File: src/rtl/ps2_pkg.sv
// Shared PS/2 definitions: FSM encodings, frame layout and well-known frames.
package ps2_pkg;

   localparam int unsigned FRAME_BITS = 11;
   localparam int unsigned DATA_BITS  = 8;

   localparam int unsigned START_IDX  = 0;
   localparam int unsigned DATA_LSB   = 1;
   localparam int unsigned PARITY_IDX = 9;
   localparam int unsigned STOP_IDX   = 10;

   localparam logic [1:0] IDLE = 2'd0;
   localparam logic [1:0] RECV = 2'd1;
   localparam logic [1:0] DONE = 2'd2;

   // Device acknowledge (0xFA) and host "enable data reporting" (0xF4) frames
   localparam logic [FRAME_BITS-1:0] ACK_FRAME          = 11'b11111110100;
   localparam logic [FRAME_BITS-1:0] EN_REPORTING_FRAME = 11'b10111101000;

   // Frame is bad on a high start bit, a low stop bit or even parity over data+parity
   function automatic logic frame_err(input logic [FRAME_BITS-1:0] f);
      return f[START_IDX] | ~f[STOP_IDX] | ~(^f[PARITY_IDX:DATA_LSB]);
   endfunction

endpackage

File: src/rtl/ps2_sync_filter.sv
// Pin synchroniser with an optional consecutive-sample debouncer (FILTER_LEN=0 disables it).
module ps2_sync_filter #(
   parameter int unsigned SYNC_STAGES = 2,
   parameter int unsigned FILTER_LEN  = 0
) (
   input  logic clk,
   input  logic reset,
   input  logic pin_i,
   output logic pin_o
);

   logic [SYNC_STAGES-1:0] sync_q;

   // Metastability chain; resets to the idle (high) bus level
   always_ff @(posedge clk) begin
      if (reset) sync_q <= '1;
      else       sync_q <= {sync_q[SYNC_STAGES-2:0], pin_i};
   end

   if (FILTER_LEN > 0) begin : g_filt
      localparam int unsigned CNT_W = (FILTER_LEN > 1) ? $clog2(FILTER_LEN) : 1;
      logic [CNT_W-1:0] cnt_q;
      logic             filt_q;

      // Output flips only after FILTER_LEN consecutive samples disagree with it
      always_ff @(posedge clk) begin
         if (reset) begin
            filt_q <= 1'b1;
            cnt_q  <= '0;
         end else if (sync_q[SYNC_STAGES-1] == filt_q) begin
            cnt_q  <= '0;
         end else if (cnt_q == CNT_W'(FILTER_LEN - 1)) begin
            filt_q <= sync_q[SYNC_STAGES-1];
            cnt_q  <= '0;
         end else begin
            cnt_q  <= cnt_q + CNT_W'(1);
         end
      end

      assign pin_o = filt_q;
   end else begin : g_nofilt
      assign pin_o = sync_q[SYNC_STAGES-1];
   end

endmodule

File: src/rtl/ps2_rx.sv
// PS/2 device-to-host frame receiver.
// Optional macro PS2_CLK_FILTER_EN: debounce the synchronised ps2_clk before edge detection.
module ps2_rx
   import ps2_pkg::*;
#(
   parameter int unsigned SYNC_STAGES    = 2,
   parameter int unsigned TIMEOUT_CYCLES = 5000,
   parameter int unsigned FILTER_LEN     = 8
) (
   input  logic                  clk_25MHz,
   input  logic                  reset,
   input  logic                  ps2_clk,
   input  logic                  ps2_data,
   input  logic                  tx_active,
   output logic [FRAME_BITS-1:0] rx_data,
   output logic                  data_available,
   output logic                  err,
   output logic                  busy,
   output logic                  frame_timeout
);

   localparam int unsigned WD_W = $clog2(TIMEOUT_CYCLES);
`ifdef PS2_CLK_FILTER_EN
   localparam int unsigned CLK_FILT_LEN = FILTER_LEN;
`else
   localparam int unsigned CLK_FILT_LEN = 0;
`endif

   if (SYNC_STAGES < 2 || TIMEOUT_CYCLES < 2 || FILTER_LEN < 1) begin : g_bad_params
      $error("ps2_rx: illegal parameter value");
   end

   logic clk_s, data_s, clk_prev_q, fall_c, wd_expired_c;

   logic [1:0]            state_q, state_d;
   logic [3:0]            bit_cnt_q, bit_cnt_d;
   logic [FRAME_BITS-1:0] shift_q, shift_d;
   logic [WD_W-1:0]       wd_q, wd_d;
   logic [FRAME_BITS-1:0] rx_data_q, rx_data_d;
   logic                  err_q, err_d, da_q, da_d, busy_q, busy_d, ft_q, ft_d;

   ps2_sync_filter #(.SYNC_STAGES(SYNC_STAGES), .FILTER_LEN(CLK_FILT_LEN)) u_clk_sync (
      .clk(clk_25MHz), .reset(reset), .pin_i(ps2_clk), .pin_o(clk_s)
   );

   ps2_sync_filter #(.SYNC_STAGES(SYNC_STAGES), .FILTER_LEN(0)) u_data_sync (
      .clk(clk_25MHz), .reset(reset), .pin_i(ps2_data), .pin_o(data_s)
   );

   assign fall_c       = clk_prev_q & ~clk_s;
   assign wd_expired_c = (wd_q == WD_W'(TIMEOUT_CYCLES - 1));

   // Next-state, shift register, watchdog and output computation
   always_comb begin
      state_d   = state_q;
      bit_cnt_d = bit_cnt_q;
      shift_d   = shift_q;
      wd_d      = wd_q;
      rx_data_d = rx_data_q;
      err_d     = err_q;
      da_d      = 1'b0;
      ft_d      = 1'b0;

      if (tx_active) begin
         state_d   = IDLE;
         bit_cnt_d = '0;
         wd_d      = '0;
      end else begin
         case (state_q)
            IDLE: begin
               if (fall_c) begin
                  shift_d   = {data_s, shift_q[FRAME_BITS-1:1]};
                  bit_cnt_d = 4'd1;
                  wd_d      = '0;
                  state_d   = RECV;
               end
            end
            RECV: begin
               if (wd_expired_c) begin
                  ft_d      = 1'b1;
                  bit_cnt_d = '0;
                  wd_d      = '0;
                  state_d   = IDLE;
               end else if (fall_c) begin
                  shift_d   = {data_s, shift_q[FRAME_BITS-1:1]};
                  bit_cnt_d = (bit_cnt_q >= 4'(FRAME_BITS)) ? bit_cnt_q : bit_cnt_q + 4'd1;
                  wd_d      = '0;
                  if (bit_cnt_d == 4'(FRAME_BITS)) state_d = DONE;
               end else begin
                  wd_d = wd_q + WD_W'(1);
               end
            end
            DONE: begin
               da_d      = 1'b1;
               rx_data_d = shift_q;
               err_d     = frame_err(shift_q);
               bit_cnt_d = '0;
               state_d   = IDLE;
            end
            default: state_d = IDLE;
         endcase
      end

      busy_d = (state_d == RECV);
   end

   // State and output registers
   always_ff @(posedge clk_25MHz) begin
      if (reset) begin
         state_q    <= IDLE;
         bit_cnt_q  <= '0;
         shift_q    <= '1;
         wd_q       <= '0;
         clk_prev_q <= 1'b1;
         rx_data_q  <= '1;
         err_q      <= 1'b0;
         da_q       <= 1'b0;
         busy_q     <= 1'b0;
         ft_q       <= 1'b0;
      end else begin
         state_q    <= state_d;
         bit_cnt_q  <= bit_cnt_d;
         shift_q    <= shift_d;
         wd_q       <= wd_d;
         clk_prev_q <= clk_s;
         rx_data_q  <= rx_data_d;
         err_q      <= err_d;
         da_q       <= da_d;
         busy_q     <= busy_d;
         ft_q       <= ft_d;
      end
   end

   assign rx_data        = rx_data_q;
   assign data_available = da_q;
   assign err            = err_q;
   assign busy           = busy_q;
   assign frame_timeout  = ft_q;

endmodule

File: config.mk
export PLATFORM = sky130hd
export DESIGN_NAME = ps2_rx
export DESIGN_NICKNAME = d
export VERILOG_FILES = /design/src/rtl/ps2_pkg.sv /design/src/rtl/ps2_sync_filter.sv /design/src/rtl/ps2_rx.sv
export SDC_FILE = /design/constraint.sdc
export NUM_CORES = 1
export LEC_CHECK = 0
export CAP_MARGIN = 20
export CELL_PAD_IN_SITES_DETAIL_PLACEMENT = 1
export CELL_PAD_IN_SITES_GLOBAL_PLACEMENT = 2
export CORE_ASPECT_RATIO = 0.9
export CORE_MARGIN = 3
export CORE_UTILIZATION = 32
export DETAILED_ROUTE_END_ITERATION = 6
export GPL_TIMING_DRIVEN = 0
export PLACE_DENSITY_LB_ADDON = 0.1
export SYNTH_ARGS = -nofsm -noshare
export SYNTH_HDL_FRONTEND = slang
export SYNTH_SLANG_ARGS = --single-unit
export TNS_END_PERCENT = 20
File: constraint.sdc
create_clock -name clk_25MHz -period 2 [get_ports clk_25MHz]
set_input_delay 0.4 -clock clk_25MHz [delete_from_list [all_inputs] [get_ports clk_25MHz]]
set_output_delay 0.4 -clock clk_25MHz [all_outputs]
set_load 0.05 [all_outputs]
==> results.yml <==
outcome:
  outcome: "finished, final reports clean"
place:
  finalWeightedCongestion: 0.739
  placed_cells_incl_taps: 347
  dp_hpwl_mm: 3.56
  portBuffers: 19
timing:
  hold_viol: 0
  slew_headroom_pct: 66.8
  rsz0062_at_grt: "yes"
  hold_ws_ns: 0.421
  tightest_slew_ns: 0.496
  clock.fmax_mhz: 527
  slew_violations: 0
  fin_skew_ns: 0.00515
  setup_viol: 0
  fin_crit_ns: 1.90
  fin_crit_sh_pct: 94.9
  setup_tns_ns: 0
detailed_routing:
  route.vias.total: 1732
  wl_per_cell_um: 14.0
  dr.pass1.iters: 4
  routed_wl_mm: 4.99
  routed_via_density: 4.85
  drc: 0
  drtIter0Drc: 45
  drtAntennaViolNets: 0
synth:
  synthFlopType: "dfxtp_1"
  ys_seq_elements: 50
  syn-instance-count: 238
  synth_cell_types: 46
  syn_area_sq_um: 2270
  syn-mean-instance-area_sq_um: 9.55
  yosysSeqAreaShare_pct: 44.0
  async_flop_share_pct: 0
  synth.largest_area_cell: "dfxtp_1"
  synth_enable_flop_cells: 0
  synthMostInstantiatedCell: "dfxtp_1"
  syn_nets: 249
  yosysWarnings: 0
  synth_top_area_share_pct: 44.0
  synth_area_leaders: "dfxtp_1, a211o_1, nor2b_1"
  netlist_top_cells_count: "dfxtp_1, nor2b_1, nor2_1"
cts:
  clk_latency_ns: 0.31
  cts.sinks: 50
  cts_tree: "built"
  clockRootBuffer: "clkbuf_8"
  cts_htree_levels: 2
  clockBufferDepth: 2
  cts.clk_slew.worst_paths_ns: 0.10
  holdBufCountCts: 0
  cts_buffers: 5
global_routing:
  grt_use_met2_pct: 18.8
  grt-ovfl-total: 0
  grt_pass1_wl_mm: 8.62
  grt_usage_pct: 13.3
  met1_usage_pct: 20.1
  grt.met3_usage_pct: 2.98
  grt_max_degree: 17
  grt_pass1_vias: 1704
  busiest_layer: "met1"
  antenna_found_initial: 0
setup_path:
  worstRegToRegCells: 7
  rr_endpoint: "shift_q[5]$_SDFFE_PP1P_"
  endpoint: "shift_q[5]$_SDFFE_PP1P_"
  critPathMaxFanout: 10
  cp.required_ns: 2.20
  rr_startpoint: "wd_q[0]$_SDFFE_PP0P_"
  crit_arrival_ns: 2.10
  ff2ff_setup_slack_ns: 0.10
  critPathLaunch: "wd_q[0]$_SDFFE_PP0P_"
  start_kind: "flop"
  endpoint_kind: "flop"
  worstSetupPathType: "reg2reg"
floorplan:
  fp.coreArea_sq_um: 6730
  num_rows: 28
  die-area_sq_um: 8150
  chipWidth_um: 94.8
  initial_core_util_pct: 33.8
  die_h_um: 86.0
  ios: 20
cells_and_area:
  fillers: 782
  drive_above_1_share_pct: 13.9
  ff_latch_area_sq_um: 1000
  nets: 277
  stdcell_count: 357
  multiInputGateArea_sq_um: 1280
  area_growth_pct: 22.1
  diodes: 0
job:
  cap_violations: 0
pwr:
  cellLeakagePower_nw: 0.912
  irDropWorstVdd_mv: 0.322
  clock_power_share_pct: 34.7
  comb_power_share_pct: 6.5
  switching_share_pct: 24.7
  p_int_mw: 1.31
  power_mw: 1.74
  p_seq_share_pct: 58.8
  p_sw_uw: 429
  power.density_nw_per_um2: 626
hold_path:
  hold_path.class: "reg2reg"
## what timing repair did
action	in CTS	in global routing
gates resized for setup	9	9
pin swaps	1	3
setup buffers	0	3
endpoints found under the setup margin	32	24
## per-stage QoR
stage	worst slack, ns	cell area [sq um]	utilization, %
CTS	-0.00785	2700	40.1
detailed placement	-0.690	2580	38.3
global placement	-0.703	2580	38.3
floorplan	0.0897	2270	-
finish	0.103	2780	41.3
global route	-0.0591	2780	41.3
## area by class of cell
| class | instances | area share (%) |
|---|---|---|
| multi-input cells | 172 | 46.2 |
| flip-flops and latches | 50 | 36.1 |
| repair buffers | 22 | 7.66 |
| well taps | 90 | 4.06 |
| clock buffers | 5 | 2.48 |
| plain buffers | 9 | 1.89 |
| inverters | 6 | 0.811 |
| clock inverters | 3 | 0.766 |
## kinds of logic after synthesis
logic type | count (synthesis) | share of synthesized area (%)
adders and majority gates | 6 | 3.30
and+or+nand+nor | 97 | 23.1
buffers and inverters | 16 | 3.36
xor gates and xnor gates | 20 | 8.31
muxes | 1 | 0.440
DFF | 50 | 44.0
AOI/OAI and AO/OA | 48 | 17.5
## layer usage
layer  share of wire (%)  wire length (um)
met3                 2.9               144
met5                   0                 0
met4                 1.2                60
met1                  54              2720
met2                  41              2070
## registers in the layout, summed over array words and instances, names as in the netlist, 2 cells and up
signal / cells
rx_data: 11
state_q: 2
bit_cnt_q: 4
shift_q: 11
u_data_sync.sync_q: 2
u_clk_sync.sync_q: 2
wd_q: 13
## worst min path at each step
stage                                startpoint  cells after the start  slack (ns)                               end
4_1_cts        u_data_sync.sync_q[0]$_SDFF_PP1_                      1        0.42  u_data_sync.sync_q[1]$_SDFF_PP1_
3_3_place_gp   u_data_sync.sync_q[0]$_SDFF_PP1_                      1        0.39  u_data_sync.sync_q[1]$_SDFF_PP1_
3_5_place_dp   u_data_sync.sync_q[0]$_SDFF_PP1_                      1        0.40  u_data_sync.sync_q[1]$_SDFF_PP1_
6_report       u_data_sync.sync_q[0]$_SDFF_PP1_                      1        0.42  u_data_sync.sync_q[1]$_SDFF_PP1_
5_1_grt        u_data_sync.sync_q[0]$_SDFF_PP1_                      1        0.46  u_data_sync.sync_q[1]$_SDFF_PP1_
2_1_floorplan   u_clk_sync.sync_q[0]$_SDFF_PP1_                      1        0.39   u_clk_sync.sync_q[1]$_SDFF_PP1_
## placed cells by master, fill, tap and decap left out, drive strengths merged, types with 2 or more instances in the layout
cell,instances
a21oi,7
nand2,11
and3,3
or2,6
dfxtp,50
nand2b,2
nor3,5
xnor2,13
clkdlybuf4s50,19
o31ai,2
xor2,6
buf,9
clkbuf,8
inv,6
clkinv,2
o21ai,3
nor2b,27
or3,2
a211o,22
nor2,26
a31oi,3
nand3,8
a2111oi,2
ha,6
## worst max-delay path: stages, from the launching register on
cell	delay, ns
dfxtp_2	0.35
ha_2	0.20
and2_1	0.19
and4_4	0.18
a2111oi_4	0.35
buf_6	0.20
nor2b_1	0.06
a211o_1	0.26
## power by group through the flow
stage / clock (mW) / combinational (mW) / sequential, mW
floorplan: 0 / 0.0759 / 1.04
global placement: 0 / 0.107 / 1.04
detailed placement: 0 / 0.107 / 1.05
CTS: 0.635 / 0.109 / 1.02
global route: 0.684 / 0.127 / 1.02
finish: 0.604 / 0.113 / 1.02
Note: power is estimated with default switching activity, not from simulation.
